`src/rtl/mem_port_arbiter.sv`:
```
// Three-way arbiter for a single synchronous block-RAM port (VGA read, CPU read/write, IO write).
// Two-state FSM: IDLE arbitrates and launches the access, ISSUE acknowledges it.
module mem_port_arbiter #(
    parameter int ADDR_W     = 16,
    parameter int DATA_W     = 16,
    parameter int STARVE_MAX = 4
) (
    input  logic              clk,
    input  logic              reset,
    input  logic              vga_req,
    input  logic [ADDR_W-1:0] vga_addr,
    output logic              vga_ack,
    output logic              vga_rvalid,
    input  logic              cpu_req,
    input  logic              cpu_we,
    input  logic [ADDR_W-1:0] cpu_addr,
    input  logic [DATA_W-1:0] cpu_wdata,
    output logic              cpu_ack,
    output logic              cpu_rvalid,
    input  logic              io_req,
    input  logic [ADDR_W-1:0] io_addr,
    input  logic [DATA_W-1:0] io_wdata,
    output logic              io_ack,
    output logic [DATA_W-1:0] rdata,
    output logic              mem_en,
    output logic              mem_we,
    output logic [ADDR_W-1:0] mem_addr,
    output logic [DATA_W-1:0] mem_wdata,
    input  logic [DATA_W-1:0] mem_rdata
);

    // state | meaning
    // IDLE  | arbitrate; launch the winner's access onto mem_*
    // ISSUE | memory performs the access; winner sees its ack
    typedef enum logic {IDLE, ISSUE} state_t;

    localparam int CW = $clog2(STARVE_MAX + 1);
    localparam logic [CW-1:0] STARVE_LIM = CW'(STARVE_MAX);
    localparam int G_VGA = 0;
    localparam int G_CPU = 1;
    localparam int G_IO  = 2;

    state_t            state_q, state_d;
    logic [2:0]        grant_q, grant_d;
    logic [1:0]        rvalid_q, rvalid_d;
    logic              mem_en_q, mem_en_d;
    logic              mem_we_q, mem_we_d;
    logic [ADDR_W-1:0] mem_addr_q, mem_addr_d;
    logic [DATA_W-1:0] mem_wdata_q, mem_wdata_d;
    logic [CW-1:0]     starve_q, starve_d;
    logic              rr_last_q, rr_last_d;   // 1 = IO won the last CPU/IO grant
    logic [2:0]        gnt;

    always_ff @(posedge clk) begin
        if (reset) begin
            state_q     <= IDLE;
            grant_q     <= '0;
            rvalid_q    <= '0;
            mem_en_q    <= 1'b0;
            mem_we_q    <= 1'b0;
            mem_addr_q  <= '0;
            mem_wdata_q <= '0;
            starve_q    <= '0;
            rr_last_q   <= 1'b1;
        end else begin
            state_q     <= state_d;
            grant_q     <= grant_d;
            rvalid_q    <= rvalid_d;
            mem_en_q    <= mem_en_d;
            mem_we_q    <= mem_we_d;
            mem_addr_q  <= mem_addr_d;
            mem_wdata_q <= mem_wdata_d;
            starve_q    <= starve_d;
            rr_last_q   <= rr_last_d;
        end
    end

    always_comb begin
        state_d     = state_q;
        grant_d     = grant_q;
        rvalid_d    = '0;
        mem_en_d    = mem_en_q;
        mem_we_d    = mem_we_q;
        mem_addr_d  = mem_addr_q;
        mem_wdata_d = mem_wdata_q;
        starve_d    = starve_q;
        rr_last_d   = rr_last_q;
        gnt         = '0;

        case (state_q)
            IDLE: begin
                if (cpu_req && (starve_q >= STARVE_LIM)) gnt[G_CPU] = 1'b1;
                else if (vga_req)                        gnt[G_VGA] = 1'b1;
                else if (cpu_req && io_req) begin
                    if (rr_last_q) gnt[G_CPU] = 1'b1;
                    else           gnt[G_IO]  = 1'b1;
                end
                else if (cpu_req)                        gnt[G_CPU] = 1'b1;
                else if (io_req)                         gnt[G_IO]  = 1'b1;

                if (gnt != 3'b000) begin
                    state_d  = ISSUE;
                    grant_d  = gnt;
                    mem_en_d = 1'b1;
                end
                if (gnt[G_VGA]) begin
                    mem_we_d    = 1'b0;
                    mem_addr_d  = vga_addr;
                    mem_wdata_d = '0;
                end else if (gnt[G_CPU]) begin
                    mem_we_d    = cpu_we;
                    mem_addr_d  = cpu_addr;
                    mem_wdata_d = cpu_wdata;
                    rr_last_d   = 1'b0;
                end else if (gnt[G_IO]) begin
                    mem_we_d    = 1'b1;
                    mem_addr_d  = io_addr;
                    mem_wdata_d = io_wdata;
                    rr_last_d   = 1'b1;
                end

                if (gnt[G_CPU])                            starve_d = '0;
                else if (cpu_req && (starve_q < STARVE_LIM)) starve_d = starve_q + CW'(1);
            end
            ISSUE: begin
                state_d  = IDLE;
                mem_en_d = 1'b0;
                mem_we_d = 1'b0;
                rvalid_d = {grant_q[G_CPU] && !mem_we_q, grant_q[G_VGA]};
            end
            default: state_d = IDLE;
        endcase
    end

    assign vga_ack    = (state_q == ISSUE) && grant_q[G_VGA];
    assign cpu_ack    = (state_q == ISSUE) && grant_q[G_CPU];
    assign io_ack     = (state_q == ISSUE) && grant_q[G_IO];
    assign vga_rvalid = rvalid_q[0];
    assign cpu_rvalid = rvalid_q[1];
    assign rdata      = mem_rdata;
    assign mem_en     = mem_en_q;
    assign mem_we     = mem_we_q;
    assign mem_addr   = mem_addr_q;
    assign mem_wdata  = mem_wdata_q;

endmodule

```
`config.mk`:
```
export PLATFORM = sky130hd
export DESIGN_NAME = mem_port_arbiter
export DESIGN_NICKNAME = d
export VERILOG_FILES = /design/src/rtl/mem_port_arbiter.sv
export SDC_FILE = /design/constraint.sdc
export NUM_CORES = 1
export LEC_CHECK = 0
export CAP_MARGIN = 20
export CORE_UTILIZATION = 34
export DETAILED_ROUTE_END_ITERATION = 8
export GPL_ROUTABILITY_DRIVEN = 1
export GPL_TIMING_DRIVEN = 0
export PLACE_DENSITY = 0.88
export SLEW_MARGIN = 20
export SYNTH_ARGS = -nofsm -noshare
export SYNTH_HDL_FRONTEND = slang
export SYNTH_SLANG_ARGS = --single-unit
```
`constraint.sdc`:
```
create_clock -name clk -period 2.06 [get_ports clk]
set_clock_uncertainty 0.05 [all_clocks]
set_input_delay 0.515 -clock clk [delete_from_list [all_inputs] [get_ports clk]]
set_output_delay 0.515 -clock clk [all_outputs]
set_load 0.03 [all_outputs]
```
==> metrics.yaml <==
final_nets: 453
leakage_nw: 1.47
setup.worst_path.end_class: "output port"
crit_buf_inv: 2
final-hold-violation-count: 0
final_cells: 423
r2r_end: "mem_wdata[6]"
ys_warn_count: 0
clock_path_buffers: 2
clock_latency_ps: 290
final_cell_mix: "clkdlybuf4s50_1, dfxtp_1, nor2_1, o2bb2ai_1, buf_4"
root_buffer: "clkbuf_8"
async_flop_share_pct: 0
cts_tree: "yes"
dp_hpwl_microns: 4860
crit_type: "register to output port"
status: "complete, no violations"
dp.cells: 416
worst_hold_slack_ps: 411
rr_worst_depth: 6
grt_pass1_wl_microns: 9560
path_cells: "clkbuf_2 -> and2_1 -> clkdlybuf4s15_2"
dr_total_vias: 2137
dp_slack_ps: -325
synth_edf_count: 0
synth-seq-cells: 44
avgSynthCellArea_sq_um: 10.5
start_util_pct: 35.5
finalPower_mw: 2.15
die_w_microns: 80.8
utilization_pct: 62.5
critPathRequiredTime_ps: 1490
fmax_mhz: 509
clk_pin_slew_ps: 70
hold_path_depth: 1
crit_fanout: 10
finalInstanceArea_sq_um: 3720
yosys_most_used_dff: "dfxtp_1"
synth_simple_gate_area_share_pct: 11.5
drv_cap: 0
antenna_found_initial: 0
grt_pass1_vias: 2105
critical-path-top-delay-family: "buffers and inverters"
fin_crit_ps: 1970
areaGrowthSynthToFinish_pct: 76.1
final_layout_size_suffix_gt1_share_pct: 16.7
first_iter_violations: 63
synth.net_count: 305
first_pass_iters: 6
fin_setup_tns_ps: 0
final_max_slew_viol_count: 0
r2r-start: "starve_q[2]"
cpMaxStageDelayCell: "dfxtp_2"
final_antenna_net_count: 0
ir_drop_uv: 294
final_common_cell: "clkdlybuf4s50_1"
row_count: 28
dieArea_sq_um: 6540
reg2reg_slack_ps: 450
synth_seq_area_share_pct: 41.7
synth_fa_ha_area_share_pct: 0.592
wirelength_microns: 6310
rsz0062_at_grt: "false"
wl_per_cell_microns: 14.9
start_kind: "register"
setup_slack_ps: 94.8
critPathMaxStageDelay_ps: 430
ios: 157
final-setup-viol-count: 0
cts.sinks: 44
synth_top_family_by_area: "compound AO/OA/AOI/OAI gates"
min_from: "mem_wdata[0]"
die_h_microns: 80.8
cts_buffers: 5
port_buffers: 139
power_density_nw_per_um2: 577
min_to: "mem_wdata[0]"
worst_pin_slew_ps: 470
placed_area_sq_um: 3600
grt_max_degree: 12
track_usage_pct: 19.2
ctsHoldBuffers: 0
hold_path_class: "register to register"
place.gp.congestion: 0.819
synthXorXnorAreaFrac_pct: 0
period_share_pct: 95.4
diodes: 0
worst_ep_arrival_time_ps: 1400
drc: 0
synth_compound_area_share_pct: 27.9
synth_cell_types: 37
slew_headroom_pct: 68.7
h-tree-depth: 2
netlist_instances: 202
grt-ovfl-total: 0
synth_mux_area_share_pct: 8.05
fp.coreArea_sq_um: 5960
via_per_inst: 5.05
synth_area_sq_um: 2110
-- cells by family (layout without fill, tap and decap cells) --
family / count (synthesis) / in the layout
buffers and inverters: 31 / 177
AO/OA/AOI/OAI: 64 / 64
multiplexers: 17 / 17
adder cells (fa/ha/maj): 1 / 1
AND/OR/NAND/NOR: 45 / 45
flip-flops: 44 / 44
-- worst register-to-register path: stages (launching register included) --
cell	delay, ps
dfxtp_1	340
nand2b_1	230
a21oi_2	230
nand2b_1	120
buf_2	190
buf_4	240
o2bb2ai_2	90
-- power breakdown --
part	leakage (nW)	switching (mW)	internal, mW
sequential	0.362	0.0405	0.915
clock	0.0359	0.265	0.219
combinational	1.08	0.335	0.374
-- layer usage --
metal | part of all wire [%] | wire (microns) | vias up | GRT usage [%]
li1 | - | - | 1037 | -
met1 | 38 | 2390 | 972 | 20.5
met2 | 50 | 3150 | 115 | 35.0
met3 | 10 | 657 | 13 | 6.18
met4 | 1.7 | 110 | 0 | 6.61
met5 | 0 | 0 | - | 0
-- synth_stat cells, drive strengths merged (2+ instances only) --
cell / number / area (sq um)
nor2b: 2 / 12.5
mux2i: 17 / 170
nor2: 23 / 88.8
buf: 28 / 206
dfxtp: 44 / 881
clkbuf: 2 / 7.51
nand2b: 3 / 18.8
a21o: 2 / 15.0
nor3: 2 / 20.0
nand2: 4 / 15.0
o2bb2ai: 31 / 334
o21ai: 4 / 20.0
a21oi: 5 / 25.0
nand3: 4 / 32.5
o221ai: 15 / 138
and2: 3 / 18.8
-- registers in the layout, indices dropped and copies added, names as in the netlist --
register   count
mem_addr      16
mem_wdata     16
grant_q        3
starve_q       3
rvalid_q       2
mem_en         1
mem_we         1
rr_last_q      1
state_q        1
-- what timing repair did --
item                                    CTS  global route
endpoints found under the hold margin     0             0
endpoints found under the setup margin   14            31
pin swaps                                 1             0
resized for setup                        16             3
setup buffers                             2             0
-- how the worst max path moves through the flow --
stage                     startpoint       endpoint  cells past startpoint
after floorplan              cpu_req   mem_wdata[5]                      6
after global placement        io_req   mem_wdata[5]                      6
final                        state_q         io_ack                      3
after detailed placement      io_req  mem_wdata[15]                      6
after CTS                     io_req   mem_wdata[6]                      6
after global routing         state_q         io_ack                      3
-- area by class of cell --
type,count,area [sq um]
Fill cell,511,2230
Buffer,30,220
Sequential cell,44,882
Timing Repair Buffer,141,1420
Inverter,1,3.75
Multi-Input combinational cell,127,1040
Tap cell,75,93.8
Clock buffer,5,68.8
Note: power is estimated with default switching activity, not from simulation.
